File: config.mk
export PLATFORM = sky130hd
export DESIGN_NAME = c_selector_n
export DESIGN_NICKNAME = d
export VERILOG_FILES = /design/src/rtl/c_selector_n.sv
export SDC_FILE = /design/constraint.sdc
export NUM_CORES = 1
export LEC_CHECK = 0
export BUFFER_PORTS_ARGS = -buffer_cell sky130_fd_sc_hd__buf_2
export CAP_MARGIN = 0
export CORE_UTILIZATION = 48
export CTS_BUF_LIST = sky130_fd_sc_hd__clkbuf_2
export CTS_CLUSTER_DIAMETER = 30
export DETAILED_ROUTE_END_ITERATION = 8
export PLACE_DENSITY = 0.92
export SETUP_SLACK_MARGIN = 0.1
export SLEW_MARGIN = 10
export SYNTH_ARGS = -nofsm -noshare
export SYNTH_HDL_FRONTEND = slang
export SYNTH_SLANG_ARGS = --single-unit
File: constraint.sdc
create_clock -name clk -period 4.85 [get_ports clk]
set_input_delay 0 -clock clk [delete_from_list [all_inputs] [get_ports clk]]
set_output_delay 0 -clock clk [all_outputs]
set_load 0.02 [all_outputs]
File: src/rtl/c_selector_n.sv
// c_selector_n: buffered N-way selector. One word plus a per-channel select mask
// is queued in a small FIFO. The head word is offered to every selected channel
// (or, in unicast mode, to the lowest selected one) and retires once all of them
// have taken it.
module c_selector_n #(
  parameter int DATA_WIDTH = 32,
  parameter int N_OUT      = 6,
  parameter int BUF_DEPTH  = 2,
  parameter int MULTICAST  = 1,
  parameter int MASK_DATA  = 1
) (
  input  logic                          clk,
  input  logic                          rst,
  input  logic                          i_valid,
  output logic                          o_ready,
  input  logic [DATA_WIDTH+N_OUT-1:0]   i_data,
  output logic [N_OUT-1:0]              o_valid,
  input  logic [N_OUT-1:0]              i_ready,
  output logic [N_OUT*DATA_WIDTH-1:0]   o_data,
  output logic                          o_err,
  output logic [7:0]                    o_err_cnt,
  output logic                          o_busy
);

  // A depth-1 FIFO still needs a 1-bit pointer; it simply never leaves 0.
  localparam int PW = (BUF_DEPTH > 1) ? $clog2(BUF_DEPTH) : 1;
  localparam int CW = $clog2(BUF_DEPTH) + 1;

  logic [DATA_WIDTH-1:0] mem_data [BUF_DEPTH];
  logic [N_OUT-1:0]      mem_mask [BUF_DEPTH];
  logic [PW-1:0]         rd_ptr;
  logic [PW-1:0]         wr_ptr;
  logic [PW-1:0]         rd_next;
  logic [CW-1:0]         count;
  logic [N_OUT-1:0]      r_pend;

  logic [N_OUT-1:0]      in_mask;
  logic [DATA_WIDTH-1:0] in_data;
  logic [N_OUT-1:0]      norm_mask;
  logic [N_OUT-1:0]      take;
  logic [N_OUT-1:0]      pend_left;
  logic [N_OUT-1:0]      next_head_mask;
  logic                  head_present;
  logic                  accept;
  logic                  push;
  logic                  zero_mask;
  logic                  pop;

  function automatic logic [PW-1:0] ptr_inc(input logic [PW-1:0] p);
    if (p == PW'(BUF_DEPTH - 1)) return '0;
    return p + PW'(1);
  endfunction

  assign in_mask   = i_data[DATA_WIDTH +: N_OUT];
  assign in_data   = i_data[DATA_WIDTH-1:0];
  // Unicast keeps only the lowest set bit (two's-complement isolate).
  assign norm_mask = (MULTICAST != 0) ? in_mask : (in_mask & (~in_mask + N_OUT'(1)));

  assign head_present = (count != '0);
  assign o_ready      = !rst && (count < CW'(BUF_DEPTH));
  assign accept       = i_valid && o_ready;
  assign push         = accept && (|in_mask);
  assign zero_mask    = accept && !(|in_mask);

  assign o_valid   = {N_OUT{head_present}} & r_pend;
  assign take      = o_valid & i_ready;
  assign pend_left = r_pend & ~take;
  assign pop       = head_present && (pend_left == '0);
  assign rd_next   = ptr_inc(rd_ptr);
  assign o_busy    = head_present;

  // Mask owed by the entry that becomes head right after a pop: the next stored
  // entry if one exists, otherwise a word being written at the same edge.
  always_comb begin
    next_head_mask = '0;
    if (count > CW'(1)) next_head_mask = mem_mask[rd_next];
    else if (push)      next_head_mask = norm_mask;
  end

  // Per-channel output slices, zeroed on idle channels when MASK_DATA is set.
  always_comb begin
    o_data = '0;
    for (int unsigned j = 0; j < N_OUT; j++) begin
      if ((MASK_DATA != 0) && !o_valid[j]) o_data[j*DATA_WIDTH +: DATA_WIDTH] = '0;
      else                                 o_data[j*DATA_WIDTH +: DATA_WIDTH] = mem_data[rd_ptr];
    end
  end

  // FIFO storage, pointers, pending-channel mask and error reporting.
  always_ff @(posedge clk) begin
    if (rst) begin
      for (int unsigned i = 0; i < BUF_DEPTH; i++) begin
        mem_data[i] <= '0;
        mem_mask[i] <= '0;
      end
      rd_ptr    <= '0;
      wr_ptr    <= '0;
      count     <= '0;
      r_pend    <= '0;
      o_err     <= 1'b0;
      o_err_cnt <= '0;
    end else begin
      if (push) begin
        mem_data[wr_ptr] <= in_data;
        mem_mask[wr_ptr] <= norm_mask;
        wr_ptr           <= ptr_inc(wr_ptr);
      end
      if (pop) rd_ptr <= rd_next;

      case ({push, pop})
        2'b10:   count <= count + CW'(1);
        2'b01:   count <= count - CW'(1);
        default: count <= count;
      endcase

      if (pop)                        r_pend <= next_head_mask;
      else if (!head_present && push) r_pend <= norm_mask;
      else                            r_pend <= pend_left;

      o_err <= zero_mask;
      if (zero_mask && (o_err_cnt != 8'hFF)) o_err_cnt <= o_err_cnt + 8'd1;
    end
  end

endmodule

# After elaboration in Yosys (flattened, before gate mapping)
# Memories as Yosys holds them, arrays and structs flattened. A register that Yosys moved wholly into a read port is not among the register bits.
# Index checks and enable logic that the tools add are counted.
classes:
  add_sub_neg: 5
  order_cmp: 2
  n_eq_ne: 3
  mux: 32
  bitwise_logic: 4
  reduce_logical: 16
ops:
  columns: ["cell", "count"]
  rows:
  - ["$mux 32", 7]
  - ["$reduce_or 32->1", 1]
  - ["$mux 6", 5]
  - ["$mux 1", 19]
  - ["$and 6x6->6", 3]
  - ["$reduce_or 6->1", 2]
  - ["$add 8x1->8 const B", 1]
  - ["$ne 8x8->1 const B", 1]
  - ["$logic_and 1x1->1", 7]
  - ["$logic_not 6->1", 1]
  - ["$not 6->6", 1]
  - ["$pmux 2 s2", 1]
  - ["$reduce_bool 2->1", 2]
  - ["$logic_not 1->1", 3]
  - ["$add 1x1->1 const B", 2]
  - ["$add 2x1->2 const B", 1]
  - ["$eq 2x1->1 const B", 1]
  - ["$eq 2x2->1 const B", 1]
  - ["$gt 2x1->1 const B", 1]
  - ["$lt 2x2->1 const B", 1]
  - ["$sub 2x1->2 const B", 1]
totals:
  regBits: 19
  mem_bits_rw: 76
  input_bits: 47
  output_inout_bits: 209
  word_cells: 70
  n_memories: 2
mem_list:
  columns: ["memory", "depth", "word_bits", "read_ports", "rd_ports_with_merged_regs", "write_ports", "line_no", "rtl"]
  rows:
  - ["mem_data", 2, 32, 1, 1, 2, "29", "logic [DATA_WIDTH-1:0] mem_data [BUF_DEPTH];"]
  - ["mem_mask", 2, 6, 1, 0, 2, "30", "logic [N_OUT-1:0] mem_mask [BUF_DEPTH];"]

# Longest topological paths before layout
depth:
  ltp_word: 9
  depth_mapped: 11
  ltp_nobuf: 9

# Least setup slack after synthesis
# OpenSTA, ideal clock, no wires.
synth_timing:
  path_kind: "register -> register"
  start: "register count[1]"
  end: "memory mem_data[0][0], enable pin"
  setup_ns: 0.486
  arrival_ns: 3.762
  required_ns: 4.364
  slack_ns: 0.601
  stages_incl_launch_ff: 4
  path_buffers: 0
  period_less_slack_ns: 4.249
  cell_sequence: "dfxtp_1 -> nor3b_1 -> o21ai_1 -> o21ai_0"
synth_rtl:
  columns: ["element", "line_no", "rtl"]
  rows:
  - ["start, declared", "34", "logic [CW-1:0] count;"]
  - ["start signal, assigned", "111", "2'b10: count <= count + CW'(1);"]
  - ["start signal, assigned", "112", "2'b01: count <= count - CW'(1);"]
  - ["start signal, assigned", "113", "default: count <= count;"]
  - ["end, declared", "29", null]

# Worst setup path after layout
layout_timing:
  start: "register count[1]"
  end: "output port o_data[35]"
layout_between:
  elab_chain_len: 3
layout_rtl:
  columns: ["element", "line_no", "rtl"]
  rows:
  - ["$reduce_bool 2->1", "59", "assign head_present = (count != '0);"]
  - ["$and 6x6->6", "65", "assign o_valid = {N_OUT{head_present}} & r_pend;"]
  - ["$mux 32", "84", "if ((MASK_DATA != 0) && !o_valid[j]) o_data[j*DATA_WIDTH +: DATA_WIDTH] = '0;"]
  - ["end, declared", "19", "output logic [N_OUT*DATA_WIDTH-1:0] o_data,"]
# Every way passes these cells.

==> results.py <==
metrics = {
    "cts": {
        "worst_skew_pair.late_latency_ns": 0.61,
        "post-cts-setup-buffers": 0,
        "cts_buffers": 9,
        "cts_resized": 0,
        "cts.sinks": 96,
        "clock_path_buffers": 2,
        "cts.clk_slew.worst_paths_ns": 0.30,
        "cts_max_level": 3,
        "cts_tree": "built",
        "cts-root-buf": "clkbuf_2",
    },
    "routing": {
        "firstDrtPassIters": 6,
        "postRouteAntennaNets": 0,
        "drt_iter0_markers": 683,
        "post_drt_via_cell_ratio": 5.36,
        "vias": 5310,
        "post_drt_wl_per_cell_um": 16.7,
        "drt-total-wl_um": 16600,
        "remaining_drc_errors": 0,
    },
    "worst_setup_path": {
        "rr_worst_depth": 8,
        "cp_slowest_cell": "nand2_1",
        "r2r-end": "r_pend[0]$_SDFF_PP0_",
        "crit_path_cell_trace": "inv_1 > ha_1 > clkinv_1 > nand2_1 > nor2_1 > buf_2",
        "cp_max_fo": 33,
        "required_ns": 4.85,
        "end_kind": "primary output",
        "critical_path_class": "flip-flop to primary output",
        "rrSetupSlack_ns": 1.63,
        "worstPathArrival_ns": 3.46,
        "cp-start-kind": "flip-flop",
        "cp_slowest_stage_delay_ns": 1.09,
        "crit_family": "simple AND/OR/NAND/NOR gates",
        "r2r_start": "count[1]$_SDFFE_PP0P_",
        "critical_path_buf_inv_count": 3,
    },
    "grt": {
        "antenna_found_initial": 0,
        "grt_max_degree": 39,
        "grt_use_total_pct": 28.2,
        "grt_pass1_wl_um": 24300,
        "grt_pass1_vias": 4671,
        "grt.overflow.total": 0,
    },
    "layout": {
        "diodes": 0,
        "nNetsFinal": 900,
        "fillers": 744,
        "multi_input_area_sq_um": 2310,
        "fin_cells": 990,
        "final_cell_mix": "255 x buf_2, 198 x nor2_1, 76 x edfxtp_1, 68 x and2_1, 49 x dlygate4sd3_1",
        "area_growth_syn_to_layout_pct": 38.7,
        "regArea_sq_um": 2680,
        "layout.cells.most_common": "buf_2",
        "drive_above_1_share_pct": 33.6,
    },
    "timing": {
        "relSlewSlack_pct": 9.18,
        "max_freq_mhz": 289,
        "hold_viol": 0,
        "timing.final.crit_share_pct": 71.4,
        "maxSlewViolCount": 0,
        "setup_viol": 0,
        "tns_ns": 0,
        "post-route-min-period_ns": 3.46,
        "finClkSkew_ns": 0.0449,
        "worst_pin_slew_ns": 1.36,
        "fin_hold_ws_ns": 0.145,
        "rsz0062_at_grt": "no",
        "final.setup.worst_slack_ns": 1.39,
    },
    "placed_design": {
        "dp_hpwl_um": 10700,
        "io_buffers": 255,
        "pre_cts_slack_ns": 2.19,
        "place_inst": 924,
        "gp_congestion": 0.873,
    },
    "yosys": {
        "seq_area_frac_synth_pct": 51.8,
        "synth_nets": 617,
        "synth.distinct_cells": 43,
        "postSynthCellCount": 566,
        "synth_edf_count": 76,
        "syn-cell-area_sq_um": 5180,
        "ys_ff_latch": 96,
        "async_flop_share_pct": 0,
        "yosys_warnings": 0,
        "syn_area_per_cell_sq_um": 9.15,
        "ys.flop_type": "edfxtp_1",
    },
    "power": {
        "pwr_density_cell_nw_per_um2": 364,
        "switchingPower_mw": 1.16,
        "p_int_mw": 1.45,
        "switching_share_pct": 44.5,
        "comb_power_share_pct": 44.0,
        "p_leak_nw": 3.52,
        "vdd_drop_max_mv": 0.168,
        "power_frac_clock_pct": 14.6,
        "pwr-share-seq_pct": 41.4,
    },
    "run": {
        "drv_cap": 0,
    },
    "floorplan": {
        "dieWidth_um": 106,
        "core_sq_um": 10400,
        "initial_utilization_pct": 49.9,
        "die_h_um": 106,
        "die_area_sq_um": 11200,
        "rows": 37,
        "ios": 256,
    },
    "worst_hold_path": {
        "hold_path.class": "input port to flip-flop",
        "hold_end": "mem_mask[0][4]$_SDFFCE_PN0P_",
        "hold_start": "i_valid",
        "hold_depth": 4,
    },
    "run_status": {
        "status": "complete, no violations",
    },
}
flip-flops by register name (all words and copies together) (netlist names), named ones only:
register	cells
count	2
o_err	1
rd_ptr	1
mem_data	64
r_pend	6
mem_mask	12
wr_ptr	1
o_err_cnt	8
layer usage:
metal  vias up  track usage (%)  share of wire, %
met1      2460             35.0                39
met5         -                0                 0
li1       2471                -                 -
met2       330             49.2                51
met4         0             9.92               2.6
met3        49             5.19               8.2
logic make-up (layout without fill, tap and decap cells):
logic type / Yosys count / count (layout) / synth area share [%]
and+or+nand+nor: 326 / 326 / 29.4
muxes: 38 / 38 / 7.34
DFF: 96 / 96 / 51.8
adders and majority gates: 4 / 4 / 0.966
xor gates and xnor gates: 3 / 3 / 0.507
buffers and inverters: 57 / 345 / 4.16
AOI/OAI and AO/OA: 42 / 42 / 5.85
timing repair:
item                                    in CTS  in global routing
hold endpoints to repair                    93                  0
hold buffers                                49                  0
endpoints found under the setup margin       0                  0
tightest hold or removal path, cell delays in order:
cell and delay [ns]:
buf_2 0.08, nor3b_2 0.14, buf_4 0.26, and3_1 0.18
Yosys cell counts (2+ instances only):
cell | number | area [sq um]
and3_1 | 10 | 62.6
inv_1 | 16 | 60.1
a32o_1 | 2 | 20.0
edfxtp_1 | 76 | 2280
o41ai_1 | 3 | 26.3
or4_1 | 6 | 45.0
nor2b_1 | 3 | 18.8
and4_1 | 2 | 17.5
o211ai_1 | 3 | 22.5
o31ai_1 | 3 | 22.5
a311oi_1 | 5 | 43.8
buf_1 | 3 | 11.3
mux2i_1 | 38 | 380
xor2_1 | 2 | 17.5
nand2_1 | 9 | 33.8
a31oi_1 | 2 | 12.5
or2_2 | 2 | 12.5
o2bb2ai_1 | 5 | 43.8
clkbuf_1 | 36 | 135
nor3_1 | 6 | 30.0
a21oi_1 | 9 | 45.0
nand3_1 | 10 | 50.1
o21ai_0 | 4 | 20.0
nand2b_1 | 3 | 18.8
ha_1 | 4 | 50.1
or3_1 | 2 | 12.5
nor2_1 | 200 | 751
dfxtp_1 | 20 | 400
and2_1 | 68 | 425
power groups by stage:
stage | Clock, mW | Sequential [mW] | Combinational (mW)
floorplan | 0 | 1.05 | 0.766
global placement | 0 | 1.09 | 1.04
detailed placement | 0 | 1.10 | 1.06
CTS | 0.378 | 1.08 | 1.12
global route | 0.414 | 1.09 | 1.23
finish | 0.382 | 1.08 | 1.15
per-stage QoR:
| step | util [%] | cell area, sq um | total power [mW] |
|---|---|---|---|
| floorplan | - | 5180 | 1.81 |
| global placement | 63.3 | 6560 | 2.14 |
| detailed placement | 63.3 | 6560 | 2.16 |
| CTS | 69.1 | 7160 | 2.57 |
| global route | 69.3 | 7180 | 2.73 |
| finish | 69.3 | 7180 | 2.62 |
area by class of cell:
class | instances | area share, %
Sequential cell | 96 | 37.4
Multi-Input combinational cell | 413 | 32.2
Timing Repair Buffer | 312 | 25.6
Tap cell | 136 | 2.37
Clock inverter | 7 | 0.923
Inverter | 17 | 0.889
Clock buffer | 9 | 0.627
worst max path at each step:
stage                               endpoint                   from  slack (ns)  cells past startpoint
2_1_floorplan   mem_data[0][0]$_SDFFCE_PN0P_  count[1]$_SDFFE_PP0P_        0.60                      3
3_3_place_gp   mem_data[0][14]$_SDFFCE_PN0P_  count[1]$_SDFFE_PP0P_        2.28                      4
3_5_place_dp   mem_data[0][16]$_SDFFCE_PN0P_  count[1]$_SDFFE_PP0P_        2.19                      4
4_1_cts                           o_data[45]  count[1]$_SDFFE_PP0P_        1.55                      6
5_1_grt                           o_data[35]  count[1]$_SDFFE_PP0P_        1.15                      6
6_report                          o_data[35]  count[1]$_SDFFE_PP0P_        1.39                      6
Power figures use the tool's default switching activity.
